===== config.mk =====
export PLATFORM = sky130hd
export DESIGN_NAME = multiplier_4x4
export DESIGN_NICKNAME = d
export VERILOG_FILES = /design/src/rtl/multiplier_pkg.sv /design/src/rtl/full_adder.sv /design/src/rtl/multiplier_4x4.sv
export SDC_FILE = /design/constraint.sdc
export NUM_CORES = 1
export LEC_CHECK = 0
export CORE_MARGIN = 1
export CORE_UTILIZATION = 48
export DETAILED_ROUTE_END_ITERATION = 8
export PLACE_DENSITY_LB_ADDON = 0.08
export SYNTH_ARGS = -nofsm -noshare
export SYNTH_HDL_FRONTEND = slang
export SYNTH_SLANG_ARGS = --single-unit
export TNS_END_PERCENT = 1

===== constraint.sdc =====
create_clock -name clk -period 11.86 [get_ports clk]
set_input_delay 2.372 -clock clk [delete_from_list [all_inputs] [get_ports clk]]
set_output_delay 2.372 -clock clk [all_outputs]
set_load 0.01 [all_outputs]

===== src/rtl/multiplier_pkg.sv =====
// rtl/multiplier_pkg.sv - shared widths and operand/product types for the array multiplier
package multiplier_pkg;

  localparam int WIDTH      = 4;
  localparam int PROD_WIDTH = 2 * WIDTH;

  typedef logic [WIDTH-1:0]      operand_t;
  typedef logic [PROD_WIDTH-1:0] product_t;

endpackage


===== src/rtl/full_adder.sv =====
// rtl/full_adder.sv - single-bit full adder cell used by the multiplier array
module full_adder (
  input  logic a,
  input  logic b,
  input  logic cin,
  output logic sum,
  output logic cout
);

  logic half_sum;

  assign half_sum = a ^ b;
  assign sum      = half_sum ^ cin;
  assign cout     = (a & b) | (cin & half_sum);

endmodule


===== src/rtl/multiplier_4x4.sv =====
// rtl/multiplier_4x4.sv - unsigned AND/full-adder array multiplier, registered product
// MULTIPLIER_PIPE_EN registers the operands ahead of the array (latency 2 instead of 1).
module multiplier_4x4 #(
  parameter int WIDTH = multiplier_pkg::WIDTH
) (
  input  logic               clk,
  input  logic               rst_n,
  input  logic [WIDTH-1:0]   a,
  input  logic [WIDTH-1:0]   b,
  input  logic               in_valid,
  output logic [2*WIDTH-1:0] p,
  output logic               out_valid
);

  import multiplier_pkg::*;

  localparam int CW = WIDTH + 1;

  logic [WIDTH-1:0]         arr_a;
  logic [WIDTH-1:0]         arr_b;
  logic                     arr_v;
  logic [WIDTH*WIDTH-1:0]   pp;
  logic [WIDTH*WIDTH-1:0]   sums;
  logic [(WIDTH-1)*CW-1:0]  chain;
  logic [WIDTH-1:0]         row_cout;
  logic [2*WIDTH-1:0]       prod;

`ifdef MULTIPLIER_PIPE_EN
  always_ff @(posedge clk) begin
    if (!rst_n) begin
      arr_a <= '0;
      arr_b <= '0;
      arr_v <= 1'b0;
    end else begin
      arr_a <= a;
      arr_b <= b;
      arr_v <= in_valid;
    end
  end
`else
  assign arr_a = a;
  assign arr_b = b;
  assign arr_v = in_valid;
`endif

  for (genvar i = 0; i < WIDTH; i++) begin : g_pp_row
    for (genvar j = 0; j < WIDTH; j++) begin : g_pp_col
      assign pp[i*WIDTH+j] = arr_a[j] & arr_b[i];
    end
  end

  assign sums[WIDTH-1:0] = pp[WIDTH-1:0];
  assign row_cout[0]     = 1'b0;

  // Each row adds the next partial product to the previous row's sum shifted down one bit.
  for (genvar i = 1; i < WIDTH; i++) begin : g_row
    assign chain[(i-1)*CW] = 1'b0;
    for (genvar j = 0; j < WIDTH; j++) begin : g_col
      logic x_bit;
      if (j < WIDTH - 1) begin : g_inner
        assign x_bit = sums[(i-1)*WIDTH+j+1];
      end else begin : g_top
        assign x_bit = row_cout[i-1];
      end
      full_adder u_fa (
        .a    (x_bit),
        .b    (pp[i*WIDTH+j]),
        .cin  (chain[(i-1)*CW+j]),
        .sum  (sums[i*WIDTH+j]),
        .cout (chain[(i-1)*CW+j+1])
      );
    end
    assign row_cout[i] = chain[(i-1)*CW+WIDTH];
  end

  for (genvar i = 0; i < WIDTH; i++) begin : g_prod_lo
    assign prod[i] = sums[i*WIDTH];
  end
  assign prod[2*WIDTH-1:WIDTH] = {row_cout[WIDTH-1], sums[WIDTH*WIDTH-1 -: WIDTH-1]};

  always_ff @(posedge clk) begin
    if (!rst_n) begin
      p         <= '0;
      out_valid <= 1'b0;
    end else begin
      out_valid <= arr_v;
      if (arr_v) begin
        p <= prod;
      end
    end
  end

endmodule


==> flow_summary.toml, run 1 <==
[global_route]
grt_max_degree = 15
grt_pass1_wl_mm = 1.73
grt_usage_pct = 17.5
grt-ovfl-total = 0
grt_pass1_vias = 434
antenna_found_initial = 0

[critical_path]
ff2ff_path_depth = 1
startpoint = "b[0]"
arrival_ns = 6.60
r2r-start = "p[7]"
end_kind = "register"
ff2ff_setup_slack_ns = 11.24
cp.required_ns = 12.01
r2r-end = "p[7]"
critical_path_class = "input pin to register"
cp_max_fo = 4
start_kind = "input pin"

[cells_and_area]
area_growth_pct = 30.9
post-route-cell-area_um2 = 860
drive_above_1_share_pct = 4.71
finalNetCount = 109
antenna_cells = 0
fillers = 99
instances_no_fill = 99

[clocking]
ctsHoldBuffers = 0
clkTransAtPathRegs_ns = 0.06
cts_tree = "yes"
post_cts_buffers = 0
cts_buffers = 3
clockBufferDepth = 2
htreeDepth = 1
clk_latency_ns = 0.25
cts_resized = 0
clkSinkCount = 9
cts-root-buf = "clkbuf_4"

[logic_synthesis]
synth-xor-area-share_pct = 0
synth_mux_area_share_pct = 4.57
synth_fa_ha_area_share_pct = 32.0
synth_seq_area_share_pct = 27.4
yosys.area_share.simple_pct = 20.6
ys_types = 15
synthCells = 65
yosysWarnings = 0
synth_compound_area_share_pct = 6.10
syn_avg_cell_area_um2 = 10.1
synth_top_family_by_area = "adder cells"
syn-num-nets = 88
netlist_area_um2 = 657
synth-seq-cells = 9

[power_and_ir_drop]
seqPwrFrac_pct = 40.1
switching_share_pct = 28.4
ir_drop_v = 0.0000808
power_density_mw_per_mm2 = 99.5
intPower_w = 0.0000612
p_comb_share_pct = 32.4
p_leak_nw = 0.408
p_switching_w = 0.0000243
clkPwrFrac_pct = 27.5

[placed_design]
gp_congestion = 0.748
dp_hpwl_um = 951
dpl_cell_area_um2 = 833
place_worst_setup_slack_ns = 5.12
io_buffers = 19
dp.cells = 95

[routing]
route.vias.total = 476
ant_nets = 0
viasPerCell = 4.81
drt_iter0_markers = 4
drcViolationCount = 0
routed_wl_mm = 1.11
wl_per_cell_um = 11.2
first_pass_iters = 2

[floorplan]
start_util_pct = 55.4
rows = 12
io_pins = 20
coreArea_mm2 = 0.00119
dieWidth_um = 39.0
die_y_um = 39.0
die_area_mm2 = 0.00152

[timing]
post-route-period-util_pct = 54.4
layout_setup_ws_ns = 5.41
worst_pin_slew_ns = 0.502
setup_tns_ns = 0
period_minus_slack_ns = 6.45
hold_viol_final = 0
rsz0062_at_grt = "no"
setup_viol_count_final = 0
slew_viol_final = 0
fin_worst_skew_ns = 0
fmax_ghz = 0.155
hold_slack_ns = 0.483
slew_headroom_pct = 66.4

[worst_hold_path]
holdPathEnd = "p[0]"
min_from = "p[0]"
hp-class = "register to register"
min_path_cells = 2

[flow_run]
max_cap_violations = 0

[run_status]
outcome = "completed"
[critical path: stages]
cell             delay, ns
clkdlybuf4s50_1       0.52
and2_1                0.15
ha_1                  0.14
inv_1                 0.05
fa_1                  0.37
fa_1                  0.48
inv_1                 0.05
fa_1                  0.45
fa_1                  0.50
inv_1                 0.06
fa_1                  0.42
fa_1                  0.38
fa_1                  0.49
nand2_1               0.05
o211a_1               0.12
[kinds of logic after synthesis]
kind of cell             after synthesis
AO/OA/AOI/OAI                          4
adder cells (fa/ha/maj)               12
buffers and inverters                 11
flip-flops                             9
multiplexers                           3
AND/OR/NAND/NOR                       26
[through the flow]
stage          power (W)  utilization [%]
2_1_floorplan  0.0000513                -
3_3_place_gp   0.0000627             70.3
3_5_place_dp   0.0000635             70.3
4_1_cts        0.0000872             72.5
5_1_grt        0.0000922             72.5
6_report       0.0000855             72.5
[power by group through the flow]
stage               sequential [W]  clock (W)  combinational (W)
floorplan                0.0000363          0          0.0000150
global placement         0.0000349          0          0.0000279
detailed placement       0.0000350          0          0.0000285
CTS                      0.0000344  0.0000243          0.0000285
global route             0.0000345  0.0000262          0.0000314
finish                   0.0000343  0.0000235          0.0000277
[worst max-delay path by stage]
| stage | slack [ns] | depth (start not counted) | end |
|---|---|---|---|
| floorplan | 5.83 | 14 | p[6] |
| global placement | 5.16 | 15 | p[6] |
| detailed placement | 5.12 | 15 | p[6] |
| CTS | 5.40 | 15 | p[6] |
| global route | 5.28 | 15 | p[6] |
| finish | 5.41 | 15 | p[6] |
[registers in the layout, indices dropped and copies added (netlist names)]
register	count
out_valid	1
p	8
[cells in the mapped netlist]
master | instances | share of area, %
nand2_1 | 12 | 6.9
dfxtp_1 | 9 | 27
and2_1 | 8 | 7.6
fa_1 | 8 | 24
inv_1 | 8 | 4.6
ha_1 | 4 | 7.6
o211a_1 | 4 | 6.1
mux2i_1 | 3 | 4.6
nor2b_1 | 3 | 2.9
and2_2 | 1 | 1.1
buf_2 | 1 | 0.76
buf_6 | 1 | 1.7
buf_8 | 1 | 2.3
nand3b_1 | 1 | 1.1
nand4_1 | 1 | 0.95
[cell usage in the layout, fill, tap and decap left out, drive strengths merged, types with 3 or more instances in the layout]
master,netlist,final
clkbuf,0,4
fa,8,8
clkdlybuf4s50,0,19
dfxtp,9,9
nor2b,3,3
ha,4,4
o211a,4,4
nand2,12,12
inv,8,8
mux2i,3,3
and2,9,9
[per-layer routing]
layer	global-route usage (%)	share of wire (%)	vias to the layer above
met5	0	0	-
met4	2.59	0	0
met3	6.94	3.4	0
met2	27.9	47	9
met1	22.5	49	222
li1	-	-	245
[area by class of cell]
type | count | area (um^2) | share of cell area (%)
multi-input cells | 45 | 415 | 48.3
clock buffers | 4 | 26.3 | 3.06
well taps | 14 | 17.5 | 2.04
repair buffers | 19 | 190 | 22.1
inverters | 8 | 30.0 | 3.49
flip-flops and latches | 9 | 180 | 21.0
Note: power is estimated with default switching activity, not from simulation.
==> run 2, diff against run 1 <==
--- a/config.mk
+++ b/config.mk
@@ -6,7 +6,7 @@
 export NUM_CORES = 1
 export LEC_CHECK = 0
 export CORE_MARGIN = 1
-export CORE_UTILIZATION = 48
+export CORE_UTILIZATION = 40
 export DETAILED_ROUTE_END_ITERATION = 8
 export PLACE_DENSITY_LB_ADDON = 0.08
 export SYNTH_ARGS = -nofsm -noshare
==> constraint.sdc (replaced) <==
create_clock -name clk -period 5.92 [get_ports clk]
set_input_delay 1.184 -clock clk [delete_from_list [all_inputs] [get_ports clk]]
set_output_delay 1.184 -clock clk [all_outputs]
set_load 0.01 [all_outputs]
==> run 2 against run 1 <==
Highest routed layer unchanged. Clock-buffer cell count is the same. Largest power group unchanged. Routed wire length shrank 0.72%. Die area grew 19%. Critical endpoint unchanged. Power grew 98%.
==> flow_summary.toml, run 2 (same netlist as run 1, synthesis figures left out) <==
[floorplan]
die_y_um = 42.5
io_pins = 20
rows = 14
start_util_pct = 43.1
coreArea_mm2 = 0.00152
dieWidth_um = 42.5
die_area_mm2 = 0.00181

[critical_path]
ff2ff_path_depth = 1
r2r-start = "p[7]"
end_kind = "register"
r2r-end = "p[7]"
cp.required_ns = 6.07
critical_path_class = "input pin to register"
cp_max_fo = 4
ff2ff_setup_slack_ns = 5.30
arrival_ns = 5.45
start_kind = "input pin"

[clocking]
post_cts_buffers = 0
cts_resized = 0
htreeDepth = 1
clkTransAtPathRegs_ns = 0.06
clockBufferDepth = 2
cts_buffers = 3
clk_latency_ns = 0.25
ctsHoldBuffers = 0
clkSinkCount = 9
cts-root-buf = "clkbuf_4"
cts_tree = "yes"

[global_route]
antenna_found_initial = 0
grt-ovfl-total = 0
grt_pass1_wl_mm = 2.01
grt_usage_pct = 15.5
grt_pass1_vias = 504
grt_max_degree = 15

[routing]
drt_iter0_markers = 4
top_layer_used = "met3"
wl_per_cell_um = 10.9
drcViolationCount = 0
route.vias.total = 485
viasPerCell = 4.80
first_pass_iters = 4
wl_met2_um = 505
ant_nets = 0
routed_wl_mm = 1.10
met3_length_um = 69
wl_met1_um = 526

[timing]
period_minus_slack_ns = 5.30
setup_tns_ns = 0
worst_pin_slew_ns = 0.498
fin_worst_skew_ns = 0
fmax_ghz = 0.189
slew_headroom_pct = 66.7
slew_viol_final = 0
rsz0062_at_grt = "no"
setup_viol_count_final = 0
post-route-period-util_pct = 89.5
hold_viol_final = 0
layout_setup_ws_ns = 0.623

[power_and_ir_drop]
power_density_mw_per_mm2 = 196
p_leak_nw = 0.408
ir_drop_v = 0.000160

[placed_design]
place_worst_setup_slack_ns = 0.335
gp_congestion = 0.770
dp_hpwl_um = 920
io_buffers = 19

[cells_and_area]
finalNetCount = 109
largest_reg_flops = 8
layout_common_cells = "clkdlybuf4s50_1, nand2_1, dfxtp_1"
drive_above_1_share_pct = 4.71
fillers = 149
area_growth_pct = 31.2
final_common_cell = "clkdlybuf4s50_1"
top_register = "p"
antenna_cells = 0
reg_top3 = "p (8), out_valid (1)"

[worst_hold_path]
holdPathEnd = "p[4]"
min_from = "p[4]"
hp-class = "register to register"
min_path_cells = 1

[run_status]
outcome = "completed"

[flow_run]
max_cap_violations = 0
[run 2: cell counts in the layout (fill, tap and decap cells not counted)]
Identical to the previous run, type by type.
[run 2: area by class of cell]
| type | instances | area (um^2) | area share (%) |
|---|---|---|---|
| flip-flops and latches | 9 | 180 | 20.9 |
| repair buffers | 19 | 190 | 22.1 |
| well taps | 16 | 20.0 | 2.32 |
| clock buffers | 4 | 26.3 | 3.05 |
| inverters | 8 | 30.0 | 3.48 |
| multi-input cells | 45 | 415 | 48.2 |
[run 2: layer usage]
metal / global-route usage (%) / vias to the layer above
li1: - / 245
met4: 3.75 / 0
met1: 18.8 / 227
met3: 7.76 / 0
met5: 0 / -
met2: 24.6 / 13
[run 2: power breakdown]
group	total [W]	internal (W)	leakage, nW	switching (W)
clock	0.0000453	0.0000258	0.0150	0.0000194
combinational	0.0000552	0.0000304	0.319	0.0000248
sequential	0.0000686	0.0000662	0.0744	0.00000246
total	0.000169	0.000122	0.408	0.0000467
[run 2: how the worst max path moves through the flow]
stage          startpoint  endpoint  slack, ns  cells after the start
2_1_floorplan        b[0]      p[6]       1.08                     14
3_3_place_gp         b[0]      p[6]       0.39                     15
3_5_place_dp         b[0]      p[6]       0.33                     15
4_1_cts              b[0]      p[6]       0.62                     15
5_1_grt              b[0]      p[6]       0.41                     15
6_report             b[0]      p[6]       0.62                     15
[run 2: worst max-delay path, stage by stage]
cell and delay (ns):
clkdlybuf4s50_1 0.54, and2_1 0.15, ha_1 0.14, inv_1 0.04, fa_1 0.40, fa_1 0.49, inv_1 0.06, fa_1 0.43
fa_1 0.39, fa_1 0.49, inv_1 0.05, fa_1 0.42, fa_1 0.49, nand2_1 0.05, o211a_1 0.12
[run 2: per-stage QoR]
stage	instance area, um^2	hold WS, ns	total power [W]	std cells	util, %
after global placement	836	0.463	0.000126	97	54.8
after detailed placement	836	0.470	0.000127	97	54.8
after CTS	862	0.485	0.000174	101	56.6
final	862	0.480	0.000169	101	56.6
after global routing	862	0.511	0.000186	101	56.6
after floorplan	657	0.490	0.000103	65	-
